==> src/rtl/pl_sysref_gen_if.sv <==
// Configuration, control and status bundle of the PL SYSREF generator.
interface pl_sysref_gen_if #(
  parameter int CNT_W = 16,
  parameter int NUM_W = 8
);
  logic [CNT_W-1:0] cfg_period;
  logic [CNT_W-1:0] cfg_high;
  logic [NUM_W-1:0] cfg_count;
  logic             start;
  logic             stop;
  logic             pl_sysref_out;
  logic             busy;
  logic             done;
  logic             cfg_err;
  logic [NUM_W-1:0] pulses_sent;

  modport master (
    output cfg_period, cfg_high, cfg_count, start, stop,
    input  pl_sysref_out, busy, done, cfg_err, pulses_sent
  );

  modport slave (
    input  cfg_period, cfg_high, cfg_count, start, stop,
    output pl_sysref_out, busy, done, cfg_err, pulses_sent
  );
endinterface

==> src/rtl/pl_sysref_gen.sv <==
// Programmable SYSREF pulse-train generator: one-shot bursts, continuous runs,
// graceful stop that always completes the current period.
module pl_sysref_gen #(
  parameter int CNT_W     = 16,
  parameter int NUM_W     = 8,
  parameter int ARM_DELAY = 4
) (
  input  logic            pl_clk_buf,
  input  logic            pl_rst,
  pl_sysref_gen_if.slave  bus
);

  typedef enum logic [1:0] {IDLE, ARM, HIGH, LOW} state_t;

  state_t           state;
  logic [CNT_W-1:0] phase;
  logic [CNT_W-1:0] period_q;
  logic [CNT_W-1:0] high_q;
  logic [NUM_W-1:0] count_q;
  logic [NUM_W-1:0] pulses;
  logic             stop_pend;
  logic             sysref_q;
  logic             busy_q;
  logic             done_q;
  logic             err_q;

  logic             cfg_legal;
  logic             accept;
  logic             last_period;
  logic [NUM_W-1:0] pulses_inc;

  assign cfg_legal   = (bus.cfg_period >= CNT_W'(2)) && (bus.cfg_high != '0) &&
                       (bus.cfg_high < bus.cfg_period);
  assign accept      = (state == IDLE) && bus.start && cfg_legal;
  assign pulses_inc  = pulses + NUM_W'(1);
  // A stop seen on the closing LOW cycle ends the run at the same edge as a pending one.
  assign last_period = ((count_q != '0) && (pulses_inc == count_q)) || stop_pend || bus.stop;

  always_ff @(posedge pl_clk_buf) begin
    if (accept) begin
      period_q <= bus.cfg_period;
      high_q   <= bus.cfg_high;
      count_q  <= bus.cfg_count;
    end
  end

  always_ff @(posedge pl_clk_buf or posedge pl_rst) begin
    if (pl_rst) begin
      state     <= IDLE;
      phase     <= '0;
      pulses    <= '0;
      stop_pend <= 1'b0;
      sysref_q  <= 1'b0;
      busy_q    <= 1'b0;
      done_q    <= 1'b0;
      err_q     <= 1'b0;
    end else begin
      done_q <= 1'b0;
      case (state)
        IDLE: begin
          if (bus.start) begin
            if (cfg_legal) begin
              state     <= ARM;
              phase     <= CNT_W'(ARM_DELAY);
              pulses    <= '0;
              stop_pend <= 1'b0;
              err_q     <= 1'b0;
              busy_q    <= 1'b1;
            end else begin
              err_q <= 1'b1;
            end
          end
        end
        ARM: begin
          if (bus.stop) begin
            state  <= IDLE;
            busy_q <= 1'b0;
            done_q <= 1'b1;
          end else if (phase == '0) begin
            state    <= HIGH;
            sysref_q <= 1'b1;
            phase    <= high_q - CNT_W'(1);
          end else begin
            phase <= phase - CNT_W'(1);
          end
        end
        HIGH: begin
          if (bus.stop) stop_pend <= 1'b1;
          if (phase == '0) begin
            state    <= LOW;
            sysref_q <= 1'b0;
            phase    <= period_q - high_q - CNT_W'(1);
          end else begin
            phase <= phase - CNT_W'(1);
          end
        end
        LOW: begin
          if (bus.stop) stop_pend <= 1'b1;
          if (phase == '0) begin
            pulses <= pulses_inc;
            if (last_period) begin
              state     <= IDLE;
              stop_pend <= 1'b0;
              busy_q    <= 1'b0;
              done_q    <= 1'b1;
            end else begin
              state    <= HIGH;
              sysref_q <= 1'b1;
              phase    <= high_q - CNT_W'(1);
            end
          end else begin
            phase <= phase - CNT_W'(1);
          end
        end
        default: begin
          state    <= IDLE;
          sysref_q <= 1'b0;
          busy_q   <= 1'b0;
        end
      endcase
    end
  end

  assign bus.pl_sysref_out = sysref_q;
  assign bus.busy          = busy_q;
  assign bus.done          = done_q;
  assign bus.cfg_err       = err_q;
  assign bus.pulses_sent   = pulses;

endmodule

==> src/flat_wrapper.sv <==
// flat-port wrapper written by rule: the top's interface ports become plain ports
module pl_sysref_gen_flat 
#(
  parameter int CNT_W     = 16,
  parameter int NUM_W     = 8,
  parameter int ARM_DELAY = 4
)
  (pl_clk_buf, pl_rst, bus_cfg_period, bus_cfg_high, bus_cfg_count, bus_start, bus_stop, bus_pl_sysref_out, bus_busy, bus_done, bus_cfg_err, bus_pulses_sent);
  pl_sysref_gen_if #(.CNT_W(CNT_W), .NUM_W(NUM_W)) bus_i ();
  input  logic pl_clk_buf;
  input  logic pl_rst;
  input wire logic [$bits(bus_i.cfg_period)-1:0] bus_cfg_period;
  input wire logic [$bits(bus_i.cfg_high)-1:0] bus_cfg_high;
  input wire logic [$bits(bus_i.cfg_count)-1:0] bus_cfg_count;
  input wire logic [$bits(bus_i.start)-1:0] bus_start;
  input wire logic [$bits(bus_i.stop)-1:0] bus_stop;
  output wire logic [$bits(bus_i.pl_sysref_out)-1:0] bus_pl_sysref_out;
  output wire logic [$bits(bus_i.busy)-1:0] bus_busy;
  output wire logic [$bits(bus_i.done)-1:0] bus_done;
  output wire logic [$bits(bus_i.cfg_err)-1:0] bus_cfg_err;
  output wire logic [$bits(bus_i.pulses_sent)-1:0] bus_pulses_sent;
  assign bus_i.cfg_period = bus_cfg_period;
  assign bus_i.cfg_high = bus_cfg_high;
  assign bus_i.cfg_count = bus_cfg_count;
  assign bus_i.start = bus_start;
  assign bus_i.stop = bus_stop;
  assign bus_pl_sysref_out = bus_i.pl_sysref_out;
  assign bus_busy = bus_i.busy;
  assign bus_done = bus_i.done;
  assign bus_cfg_err = bus_i.cfg_err;
  assign bus_pulses_sent = bus_i.pulses_sent;
  pl_sysref_gen #(.CNT_W(CNT_W), .NUM_W(NUM_W), .ARM_DELAY(ARM_DELAY)) u_core (.pl_clk_buf(pl_clk_buf), .pl_rst(pl_rst), .bus(bus_i));
endmodule
==> config.mk <==
export PLATFORM = sky130hd
export DESIGN_NAME = pl_sysref_gen_flat
export DESIGN_NICKNAME = d
export VERILOG_FILES = /design/src/rtl/pl_sysref_gen_if.sv /design/src/rtl/pl_sysref_gen.sv /design/src/flat_wrapper.sv
export SDC_FILE = /design/constraint.sdc
export NUM_CORES = 1
export LEC_CHECK = 0
export CAP_MARGIN = 20
export CORE_ASPECT_RATIO = 1.75
export CORE_MARGIN = 10
export CORE_UTILIZATION = 57
export DETAILED_ROUTE_END_ITERATION = 7
export PLACE_DENSITY = 0.89
export SYNTH_ARGS = -nofsm -noshare
export SYNTH_HDL_FRONTEND = slang
export SYNTH_SLANG_ARGS = --single-unit
==> constraint.sdc <==
create_clock -name pl_clk_buf -period 3.25 [get_ports pl_clk_buf]
set_clock_uncertainty 0.2 [all_clocks]
set_input_delay 0.325 -clock pl_clk_buf [delete_from_list [all_inputs] [get_ports pl_clk_buf]]
set_output_delay 0.325 -clock pl_clk_buf [all_outputs]
set_load 0.01 [all_outputs]
== After elaboration in Yosys (flattened, before gate mapping) ==
Index checks and enable logic that the tools add are counted.

* Word-level logic and storage cells: 98
* Output and inout bits: 12
* Register bits: 71

* Reduce and logical (&&, ||, !) cells: 22
* $add $sub $neg: 5
* Magnitude comparators: 2
* Eq/ne operators: 15
* Multiplexer cells: 43

{| class="wikitable"
|+ Operator list
! operator !! count
|-
| 16-bit 2-to-1 mux || 7
|-
| 16-bit one-hot mux with 4 select lines || 1
|-
| 16-bit by 1-bit subtractor with 16-bit output, second input constant || 3
|-
| 8-bit 2-to-1 mux || 3
|-
| 1-bit 2-to-1 mux || 19
|-
| 16-bit by 2-bit greater-or-equal comparator with 1-bit output, second input constant || 1
|-
| 16-bit logical NOT || 1
|-
| 16-bit < comparator || 1
|-
| 8-bit one-hot mux with 2 select lines || 1
|-
| 16-bit nonzero test || 1
|-
| 16-bit subtractor || 1
|-
| 2-bit 2-to-1 mux || 7
|-
| 6-bit AND reduction || 2
|-
| 2-bit by 1-bit inequality test with 1-bit output, second input constant || 5
|-
| 1-bit one-hot mux with 3 select lines || 3
|-
| 3-bit nonzero test || 3
|-
| 8-bit by 1-bit adder with 8-bit output, second input constant || 1
|-
| 8-bit == test || 1
|-
| 2-bit inequality test, second input constant || 4
|-
| 2-bit one-hot mux with 4 select lines || 1
|-
| 4-bit AND reduction || 2
|-
| 8-bit nonzero test || 1
|-
| 1-bit logical AND || 5
|-
| 5-bit AND reduction || 1
|-
| 10 further kinds || 12
|}

== Depth between registers and ports, before layout ==
Gate-level depths: netlist of run 1.

* Depth in word-level cells: 8
* Gate-level depth with buffers: 12

== Worst setup path after synthesis of run 1 ==
Ideal clock, no wire load.

* Path kind: input to register
* Start point: in bus_cfg_period[1]
* End point: reg u_core.pulses[0] (netlist: u_core.bus.pulses_sent[0])
* Path slack: 0.309 ns
* Arrival: 2.607 ns
* Required time: 2.916 ns
* Buffers on the path: 0
* Stages on the path: 8
* Setup time: 0.134 ns
* Cell sequence: inv_1 > ha_1 > a2111oi_0 > o31ai_1 > a211oi_1 > and2_1 > nand3b_1 > o21ai_0

* Cells in the longest elaborated chain, start to end: 5
* Elaborated cells on any way between the ends: 6
* Those cells by class: 2 x order compare; 1 x eq/ne; 3 x reduce/logical

{| class="wikitable"
|+ RTL lines
! what !! RTL line !! source
|-
| start: declaration || flat_wrapper.sv:12 || <nowiki>input wire logic [$bits(bus_i.cfg_period)-1:0] bus_cfg_period;</nowiki>
|-
| 16-bit by 2-bit greater-or-equal comparator with 1-bit output || pl_sysref_gen.sv:32 || <nowiki>assign cfg_legal = (bus.cfg_period >= CNT_W'(2)) && (bus.cfg_high != '0) &&</nowiki>
|-
| 1-bit logical AND || pl_sysref_gen.sv:32 ||
|-
| 1-bit logical AND (*) || pl_sysref_gen.sv:32 ||
|-
| 2-bit by 1-bit inequality test with 1-bit output (no source line) (*) || n/a ||
|-
| 4-bit AND reduction (no source line) (*) || n/a ||
|-
| end signal: assignment || pl_sysref_gen.sv:100 || <nowiki>pulses <= pulses_inc;</nowiki>
|-
| end: declaration || pl_sysref_gen.sv:20 || <nowiki>logic [NUM_W-1:0] pulses;</nowiki>
|}

Mark *: on every way between the ends. The rest lies on a longest branch, timed or not.
A chain may end at the register's enable or synchronous reset.

== Final worst setup path of run 1 ==
* Start point: reg u_core.high_q[0]
* End point: reg u_core.phase[12]

* Cells in the longest elaborated chain, start to end: 4
* Elaborated cells on any way between the ends: 9
* Those cells by class: 3 x add/sub; 6 x mux

{| class="wikitable"
|+ RTL lines
! what !! RTL line !! source
|-
| start: declaration || pl_sysref_gen.sv:18 || <nowiki>logic [CNT_W-1:0] high_q;</nowiki>
|-
| start signal: assignment || pl_sysref_gen.sv:42 || <nowiki>high_q <= bus.cfg_high;</nowiki>
|-
| 16-bit subtractor / 16-bit by 1-bit subtractor with 16-bit output (equally long branches) || pl_sysref_gen.sv:92, pl_sysref_gen.sv:82, pl_sysref_gen.sv:109 ||
|-
| 16-bit by 1-bit subtractor with 16-bit output, or another cell as far along || pl_sysref_gen.sv:92 || <nowiki>phase <= period_q - high_q - CNT_W'(1);</nowiki>
|-
| 16-bit 2-to-1 mux, on equally long branches || pl_sysref_gen.sv:89, pl_sysref_gen.sv:75, pl_sysref_gen.sv:99 ||
|-
| 16-bit one-hot mux with 4 select lines (*) || pl_sysref_gen.sv:59 || <nowiki>case (state)</nowiki>
|-
| end signal: assignment || pl_sysref_gen.sv:64 || <nowiki>phase <= CNT_W'(ARM_DELAY);</nowiki>
|-
| end signal: assignment || pl_sysref_gen.sv:92 ||
|-
| end signal: assignment || pl_sysref_gen.sv:94 || <nowiki>phase <= phase - CNT_W'(1);</nowiki>
|-
| end: declaration || pl_sysref_gen.sv:16 || <nowiki>logic [CNT_W-1:0] phase;</nowiki>
|}

Mark *: on every way between the ends. The rest lies on a longest branch, timed or not. The select of a mux whose other input is x is not followed.

==> results of run 1 <==
## Yosys cell counts (all sizes together), types with 3 or more instances
master	count	area share, %
xnor2	26	4.5
nor2b	4	0.50
or2	7	0.87
buf	6	0.84
a211oi	4	0.60
nor2	32	2.4
a31o	4	0.69
a221oi	4	0.69
o21bai	4	0.60
nand3	14	1.5
o22ai	5	0.62
nand2	41	3.1
nand2b	3	0.37
or3	5	0.62
nor3	18	2.0
edfxtp	40	24
a21oi	37	4.4
a21o	7	1.0
o31ai	3	0.45
nand4	13	1.6
o21ai	31	3.1
inv	44	3.3
a31oi	16	2.2
dfrtp	31	15
a41o	3	0.60
nor4	13	2.3
xor2	10	1.7
ha	34	8.4
nand3b	5	0.74
and3	9	1.1
clkbuf	11	0.82
o221ai	4	0.69
or4	3	0.45
o21a	9	1.3
o211ai	5	0.74
## metrics by stage
| step | total power, mW | cell area [sq um] | hold slack, ns | setup slack [ns] | util, % |
|---|---|---|---|---|---|
| floorplan | 2.57 | 5040 | 0.223 | 0.309 | - |
| global placement | 3.09 | 5810 | 0.277 | 0.0204 | 67.1 |
| detailed placement | 3.14 | 5810 | 0.296 | -0.219 | 67.1 |
| CTS | 4.02 | 6080 | 0.197 | 0.132 | 70.1 |
| global route | 4.27 | 6080 | 0.215 | 0.0180 | 70.2 |
| finish | 4.03 | 6080 | 0.179 | 0.162 | 70.2 |
## flip-flops by register name, indices dropped and copies added (netlist names)
name / cells
u_core.bus.busy: 1
u_core.bus.cfg_err: 1
u_core.bus.done: 1
u_core.bus.pl_sysref_out: 1
u_core.bus.pulses_sent: 8
u_core.count_q: 8
u_core.high_q: 16
u_core.period_q: 16
u_core.phase: 16
u_core.state: 2
u_core.stop_pend: 1
## layout make-up
class | instances | area, sq um
Clock buffer | 9 | 225
Clock inverter | 7 | 40.0
Fill cell | 696 | 2590
Inverter | 45 | 169
Multi-Input combinational cell | 403 | 2820
Sequential cell | 71 | 1980
Tap cell | 117 | 146
Timing Repair Buffer | 74 | 706
## critical path: cells and delay by family (launching register included)
family / cells / cell delay (ns)
buf+inv: 2 / 0.18
flops: 1 / 0.39
simple gates: 3 / 0.75
fa+ha+maj: 2 / 0.62
compound gates: 4 / 0.83
## cells by family (layout without fill, tap and decap cells)
| group | count (synthesis) | count (layout) |
|---|---|---|
| AO/OA/AOI/OAI | 152 | 152 |
| adder cells (fa/ha/maj) | 35 | 35 |
| buffers and inverters | 62 | 135 |
| XOR/XNOR | 36 | 36 |
| multiplexers | 3 | 3 |
| flip-flops | 71 | 71 |
| AND/OR/NAND/NOR | 177 | 177 |
## power groups by stage
stage          clock (mW)  combinational (mW)  sequential (mW)
4_1_cts             0.879                1.76             1.37
2_1_floorplan           0                1.25             1.32
3_5_place_dp            0                1.75             1.39
5_1_grt             0.924                1.93             1.41
3_3_place_gp            0                1.71             1.38
6_report            0.880                1.77             1.38
## repair_timing
item,in CTS,in global routing
buffers inserted,0,0
hold buffers,0,0
gates resized for setup,0,1
endpoints found under the setup margin,0,41
## metal layers
metal	up-vias	part of all wire (%)	global-route usage, %
met1	2180	36	20.0
li1	2136	-	-
met3	57	4.6	4.15
met2	182	54	42.1
met5	-	0	0
met4	0	5.4	13.8
## worst max path at each step
stage / cells after the start / startpoint / slack (ns) / end
floorplan: 8 / bus_cfg_period[1] / 0.31 / u_core.bus.pulses_sent[0]
global placement: 10 / bus_cfg_period[3] / 0.02 / u_core.bus.pulses_sent[0]
detailed placement: 10 / bus_cfg_period[1] / -0.22 / u_core.bus.pulses_sent[0]
CTS: 10 / bus_cfg_period[1] / 0.13 / u_core.bus.pulses_sent[0]
global route: 11 / u_core.high_q[0] / 0.02 / u_core.phase[12]
finish: 11 / u_core.high_q[0] / 0.16 / u_core.phase[12]
==> metrics.txt, run 1 <==
Pre-Repair DR Iteration Count 5; compound-cell area share of the yosys netlist 20.7%; Max Clock Freq 324 MHz; Critical R2R Capture u_core.phase[12]; Final Cycle Share 95.0%; Synth Area in XOR/XNOR 6.25%; Post-Synth Simple-Gate Area about a fifth; Yosys reg bits 71; CTS sink count 71; P_int 2.43 mW; CP max FO 3; H-tree depth 3; PortBufs 55; synth-to-layout area growth 20.6%; largest net degree at the start of global routing 43; post-synthesis sequential area ratio between 30 and 40%; crit path capture type flip-flop; startpoint types flip-flop; Yosys cell types 70; Syn Inst Count 536; PwrDens 663 nW/um^2; Slew @ Worst Pin 0.648 ns; Vias/cell about 6.3; minimum clock period 3.09 ns; final std cells w/o fill 726; vias in the first global route 4758; CTS tree yes; GRT overflow 0; synthesized area between 5000 and 6000 sq um; final setup TNS 0 ns; Num CTS Buffers 9; Die H 144 um; leakage 2.47 nW; die area 13200 sq um; Via Count roughly 4600; Site Rows 45; Avg WL per Cell 19.6 um; initial antenna violation count 0; internal reg-to-reg setup slack 0.16 ns; worst hold-check path type in -> async; Top cell by count, worst path inv_1; I/O pin cnt 56; dpl hpwl between 10 and 15 mm; Final setup viols 0; Post-Syn Nets slightly above 600; worst r2r src u_core.high_q[0]; ratio of cells with drive above 1 in the final layout 11.0%; CP Data Arrival Time 3.11 ns; Slew Limit Fails 0; VDD IR-drop max 0.358 mV; async set-or-reset flop fraction in the synthesized netlist 43.7%; Slew HR between 50% and 60%; combinational family with the most area after synthesis compound AO/OA/AOI/OAI gates; Comb pwr share 44.0%; dpl cells between 700 and 800; outcome finished clean; reg2reg path depth 11; number of synthesized flops with an enable pin 40; unrepaired setup endpoints after global routing no; Adder-Cell Fraction of Synth Area 8.83%; switching pwr around 1.6 mW; clk_lat worst skew 0.33 ns; clock share of power 21.8%; most common cell after layout, fill and taps aside clkdlybuf4s50_1; nets a little under 700; Root Buffer clkbuf_16; Warnings, synthesis 0; antenna-violating nets left 0; most frequent cells in the layout clkdlybuf4s50_1 (55), inv_1 (44), nand2_1 (41), edfxtp_1 (40), ha_1 (34); core area 8670 sq um; Worst-path clk slew 0.06 ns; Net Sw Frac 39.7%; Post-Syn Area per Cell 9.41 sq um; CP Cell Sequence inv_1 > ha_1 > inv_1 > fa_1 > nor2b_1 > o31a_1 > o311a_1 > nor3_1 > or3b_2 > a31o_2 > o211a_1; share of power burned in registers 34.2%; GP Congestion 0.932; first-pass GRT wire length 22.8 mm; kind of critical path reg -> reg; Initial Util 58.2%; Max Root-Sink Buffers 2; DRC 0; die width 91.1 um; Iteration-0 DRC Markers 380; Final Hold Fails 0; CP max stage cell or3b_2; max-cap viol count 0; Total GRT Usage between 20% and 30%; CP peak stage delay 0.48 ns; post-synthesis mux area share 0.694%; Synth Flop Type edfxtp_1; DRT Wirelength 14.3 mm; # diodes 0; Required @ worst endpoint ~3.3 ns
Power figures use the tool's default switching activity.
==> inputs of run 2 (changes only) <==
PLACE_DENSITY = 0.9   (was 0.89)
==> run 2 against run 1 <==
Net effect: sequential power is essentially flat; critical path depth is the same; critical endpoint unchanged; flip-flop and latch count is the same.
==> metrics.txt, run 2 (synthesis gave the netlist of run 1 again) <==
startpoint types flip-flop; outcome finished clean; crit path capture type flip-flop; CP Cell Sequence inv_1 > ha_1 > inv_1 > fa_1 > nor2b_1 > o31a_1 > o311a_1 > nor3_1 > or3b_2 > a31o_2 > o211a_1; I/O pin cnt 56; Vias/cell 6.50; Initial Util 58.2%; internal reg-to-reg setup slack around 0.18 ns; Final setup viols 0; clk_lat worst skew 0.34 ns; post-placement cell area 5810 sq um; die width a little over 90 um; dpl hpwl 11.5 mm; most common cell after layout, fill and taps aside clkdlybuf4s50_1; design area 6100 sq um; max-cap viol count 0; reg2reg path depth 11; Crit path depth 11; Final Hold Fails 0; CTS sink count 71; Iteration-0 DRC Markers 475; CP delay by family, top compound AO/OA/AOI/OAI gates; minimum clock period around 3.1 ns; Top cell by count, worst path inv_1; antenna-violating nets left 0; Pre-Repair DR Iteration Count 5; Max Root-Sink Buffers 2; GP Congestion 0.999; CP endpoint u_core.phase[12]; Avg WL per Cell about 20 um; DRT Wirelength roughly 15 mm; Site Rows 45; Die H between 100 and 150 um; final worst-path setup slack 0.177 ns; Worst Setup SP u_core.high_q[0]; CP max stage cell or3b_2; CTS tree yes; Max Clock Freq 325 MHz; worst hold-check path type in -> async; PwrDens 683 nW/um^2; leakage 2.48 nW; Final Cycle Share 94.6%; VDD IR-drop max ~0.64 mV; Num CTS Buffers 9; ratio of cells with drive above 1 in the final layout 10.9%; Worst-path clk slew 0.06 ns; Total GRT Usage 22.7%; Slew HR a little under three fifths; Top Registers u_core.high_q: 16 flops, u_core.period_q: 16 flops, u_core.phase: 16 flops; fin util a little over two thirds; PortBufs 55; Pwr Total roughly 4.2 mW; Slew @ Worst Pin between 0.6 and 0.7 ns; most frequent cells in the layout clkdlybuf4s50_1 (55), inv_1 (44), nand2_1 (41), edfxtp_1 (40), ha_1 (34); core area 8670 sq um; nets 682; Required @ worst endpoint 3.28 ns; final setup TNS 0 ns; Via Count 4714; die area 13200 sq um; Critical R2R Capture u_core.phase[12]; CP max FO 3; worst slack at placement 0.102 ns; Slew Limit Fails 0; fillcell total 698; Root Buffer clkbuf_16; kind of critical path reg -> reg; CP bufs+invs 2; number of setup buffers added after CTS 0; CTS Hold Bufs 0; CP peak stage delay 0.47 ns; H-tree depth 3; DRC 0; vias in the first global route 4995; CP Data Arrival Time 3.10 ns; GRT overflow 0; unrepaired setup endpoints after global routing no; worst r2r src u_core.high_q[0]; initial antenna violation count 0; first-pass GRT wire length 23.6 mm; PostCTS Resize Cnt 0; synth-to-layout area growth 20.9%; largest net degree at the start of global routing 43; # diodes 0
-- run 2: area by class of cell --
type	instances	area (sq um)	area share (%)
well taps	117	146	2.40
repair buffers	73	698	11.5
inverters	45	169	2.77
multi-input cells	403	2820	46.2
clock inverters	6	61.3	1.01
clock buffers	10	229	3.76
flip-flops and latches	71	1980	32.4
-- run 2: worst min path at each step --
stage | endpoint | slack [ns] | cells after the start
after floorplan | u_core.state[1] | 0.22 | 1
after global placement | u_core.bus.cfg_err | 0.28 | 2
after detailed placement | u_core.bus.cfg_err | 0.31 | 2
after CTS | u_core.bus.done | 0.18 | 3
after global routing | u_core.bus.done | 0.21 | 3
final | u_core.bus.done | 0.16 | 3
-- run 2: where the power goes --
group          switching [mW]  internal [mW]  leakage (nW)
clock network           0.376          0.591         0.142
logic                    1.03          0.781          1.57
registers               0.232           1.15         0.771
total                    1.64           2.52          2.48
-- run 2: through the flow --
step           hold slack, ns  instances
6_report                0.162        725
5_1_grt                 0.211        725
4_1_cts                 0.180        725
3_5_place_dp            0.310        709
3_3_place_gp            0.283        709
2_1_floorplan           0.223        536
-- run 2: layer usage --
| metal | share of wire, % | vias up | routed length [um] | track usage [%] |
|---|---|---|---|---|
| li1 | - | 2135 | - | - |
| met1 | 32 | 2224 | 4740 | 19.4 |
| met5 | 0 | - | 0 | 0 |
| met4 | 7.7 | 0 | 1130 | 18.8 |
| met2 | 54 | 262 | 7980 | 43.3 |
| met3 | 5.6 | 93 | 828 | 5.14 |
-- run 2: tightest hold or removal path: cells and delay by family --
family | cells | cell delay [ns]
buf+inv | 3 | 0.79
==> inputs of run 3 (changes only) <==
ABC_AREA = 1   (was default)
CORE_UTILIZATION = 58   (was 57)
SKIP_CTS_REPAIR_TIMING = 1   (was default)
SLEW_MARGIN = 30   (was default)
==> run 3 against run 2 <==
Net effect: clock power increased by 5%; first-iteration DRC count grew 16%; combinational power shrank 9%; routed wire length grew 1.7%; worst setup slack better by 0.32 ns; critical path depth stayed put; flip-flop and latch count is the same; final cell count increased by 38%; highest routed layer unchanged.
==> metrics.txt, run 3 <==
Root Buffer clkbuf_16; synth-to-layout area growth 18.3%; Net Sw Frac 40.2%; GP Congestion 0.958; CP bufs+invs 2; worst r2r src u_core.phase[0]; largest net degree at the start of global routing 32; Critical R2R Capture u_core.bus.busy; final worst-path setup slack 0.492 ns; switching pwr 1.60 mW; Post-Syn Area per Cell just under 7 sq um; Final Cycle Share 84.8%; Initial Util 59.1%; core area 9410 sq um; DRC 0; reg2reg path depth 11; most common cell after layout, fill and taps aside nand2_1; max-cap viol count 0; DRT Wirelength 14.9 mm; design area about 6600 sq um; minimum clock period 2.76 ns; Final setup viols 0; Num CTS Buffers 9; Comb pwr share 41.5%; die area 14000 sq um; Iteration-0 DRC Markers 550; Yosys reg bits 71; minimum hold slack 0.163 ns; H-tree depth 3; Required @ worst endpoint 3.28 ns; post-synth top area share around 22%; post-placement cell area 6270 sq um; number of synthesized flops with an enable pin 40; crit path capture type flip-flop; Slew HR around three fifths; Syn Inst Count 814; Site Rows 47; Pre-Repair DR Iteration Count 5; unrepaired setup endpoints after global routing no; die width 94.0 um; worst hold-check path type in -> async; Pwr Total 3.99 mW; Warnings, synthesis 0; P_int about 2.4 mW; CP Cell Sequence clkdlybuf4s50_1 > inv_1 > ha_1 > a21oi_1 > o21a_1 > nand3_1 > nor2_1 > nand2_1 > nand2_1 > nand2_1 > o31ai_1; initial antenna violation count 0; CP max stage cell clkdlybuf4s50_1; startpoint types primary input; VDD IR-drop max 0.475 mV; nets ~960; clock share of power 25.5%; worst slack at placement between 0.1 and 0.15 ns; share of power burned in registers about a third; Commonest cells post-synth nand2_1 (271), inv_1 (116), nor2_1 (105); Max Clock Freq ~360 MHz; Slew Limit Fails 0; Post-Syn Nets 893; Die H about 150 um; GRT overflow 0; async set-or-reset flop fraction in the synthesized netlist 43.7%; Final Hold Fails 0; Top Registers u_core.high_q: 16 flops, u_core.period_q: 16 flops, u_core.phase: 16 flops; Synth Flop Type edfxtp_1; clk_lat worst skew 0.35 ns; Slew @ Worst Pin slightly below 0.6 ns; Vias/cell between 5 and 6; CTS sink count roughly 70; # diodes 0; fillcell total 735; Avg WL per Cell 14.9 um; kind of critical path in -> reg; Max Root-Sink Buffers 2; Via Count 5577; CP delay by family, top simple AND/OR/NAND/NOR gates; Top cell by count, worst path nand2_1; leakage roughly 3.3 nW; post-synthesis sequential area ratio a little over a third; most frequent cells in the layout nand2_1 (271), inv_1 (116), nor2_1 (104), nand3_1 (71), clkdlybuf4s50_1 (55); internal reg-to-reg setup slack 0.59 ns; dpl hpwl ~12 mm; PortBufs 55; outcome finished clean; antenna-violating nets left 0; CTS tree yes; most common cell in the netlist nand2_1; post-synth top area cell edfxtp_1; Worst-path clk slew ~0.060 ns; final setup TNS 0 ns; CP peak stage delay 0.47 ns; Yosys cell types 39; PwrDens 607 nW/um^2; first-pass GRT wire length around 25 mm; CP Data Arrival Time 2.79 ns; synthesized area ~5600 sq um; ratio of cells with drive above 1 in the final layout 4.43%; Total GRT Usage 21.7%; synth top area cells edfxtp_1 (22%), nand2_1 (18%), dfrtp_1 (14%); CP max FO 16; I/O pin cnt 56; vias in the first global route 5447
-- run 3: cell types whose count changed in the layout (fill, tap and decap cells not counted), moves of 12 or more --
cell / change
nand3_1: +58
a31oi_1: -13
buf_4: -12
inv_1: +72
xnor2_1: -20
nand2_1: +230
nor2_1: +73
o21ai_0: -13
-- run 3: how the worst max path moves through the flow --
stage | startpoint | to | slack, ns | cells past startpoint
after global placement | bus_cfg_period[15] | u_core.bus.pulses_sent[0] | 0.36 | 12
after CTS | bus_cfg_period[15] | u_core.bus.pulses_sent[6] | 0.47 | 11
final | bus_cfg_period[15] | u_core.bus.pulses_sent[6] | 0.49 | 11
after detailed placement | bus_cfg_period[15] | u_core.bus.pulses_sent[6] | 0.12 | 11
after floorplan | bus_cfg_period[15] | u_core.count_q[0] | 0.39 | 8
after global routing | bus_cfg_period[15] | u_core.bus.pulses_sent[6] | 0.27 | 11
-- run 3: cells by family (layout without fill, tap and decap cells) --
logic type	Yosys count	after routing	synth area share, %
XOR/XNOR	22	22	3.47
buffers and inverters	127	194	8.96
AO/OA/AOI/OAI	59	59	5.74
flip-flops	71	71	35.6
AND/OR/NAND/NOR	500	500	38.2
adder cells (fa/ha/maj)	35	35	8.02
-- run 3: area by class of cell --
type / instances / area [sq um] / share of cell area (%)
Clock inverter: 6 / 67.6 / 1.03
Tap cell: 122 / 153 / 2.32
Inverter: 117 / 439 / 6.68
Multi-Input combinational cell: 616 / 3090 / 47.0
Timing Repair Buffer: 61 / 608 / 9.25
Sequential cell: 71 / 1980 / 30.1
Clock buffer: 10 / 239 / 3.64
-- run 3: layer usage --
layer / vias up / global-route usage, % / routed length (um)
met3: 80 / 3.81 / 713
met2: 254 / 38.6 / 7760
met1: 2494 / 22.2 / 5490
li1: 2749 / - / -
met4: 0 / 15.3 / 960
met5: - / 0 / 0
-- run 3: worst min-delay path, cell delays in order --
cell,delay (ns)
clkdlybuf4s50_1,0.40
inv_1,0.05
buf_4,0.35
-- run 3: power groups by stage --
stage / Clock (mW) / Sequential [mW] / Combinational, mW
after global routing: 1.07 / 1.34 / 1.87
final: 1.02 / 1.31 / 1.66
after global placement: 0 / 1.32 / 1.57
after floorplan: 0 / 1.30 / 1.14
after detailed placement: 0 / 1.32 / 1.63
after CTS: 1.02 / 1.31 / 1.65
-- run 3: through the flow --
step,utilization (%),std cells
floorplan,-,814
global placement,66.6,987
detailed placement,66.6,987
CTS,69.9,1003
global route,69.9,1003
finish,69.9,1003
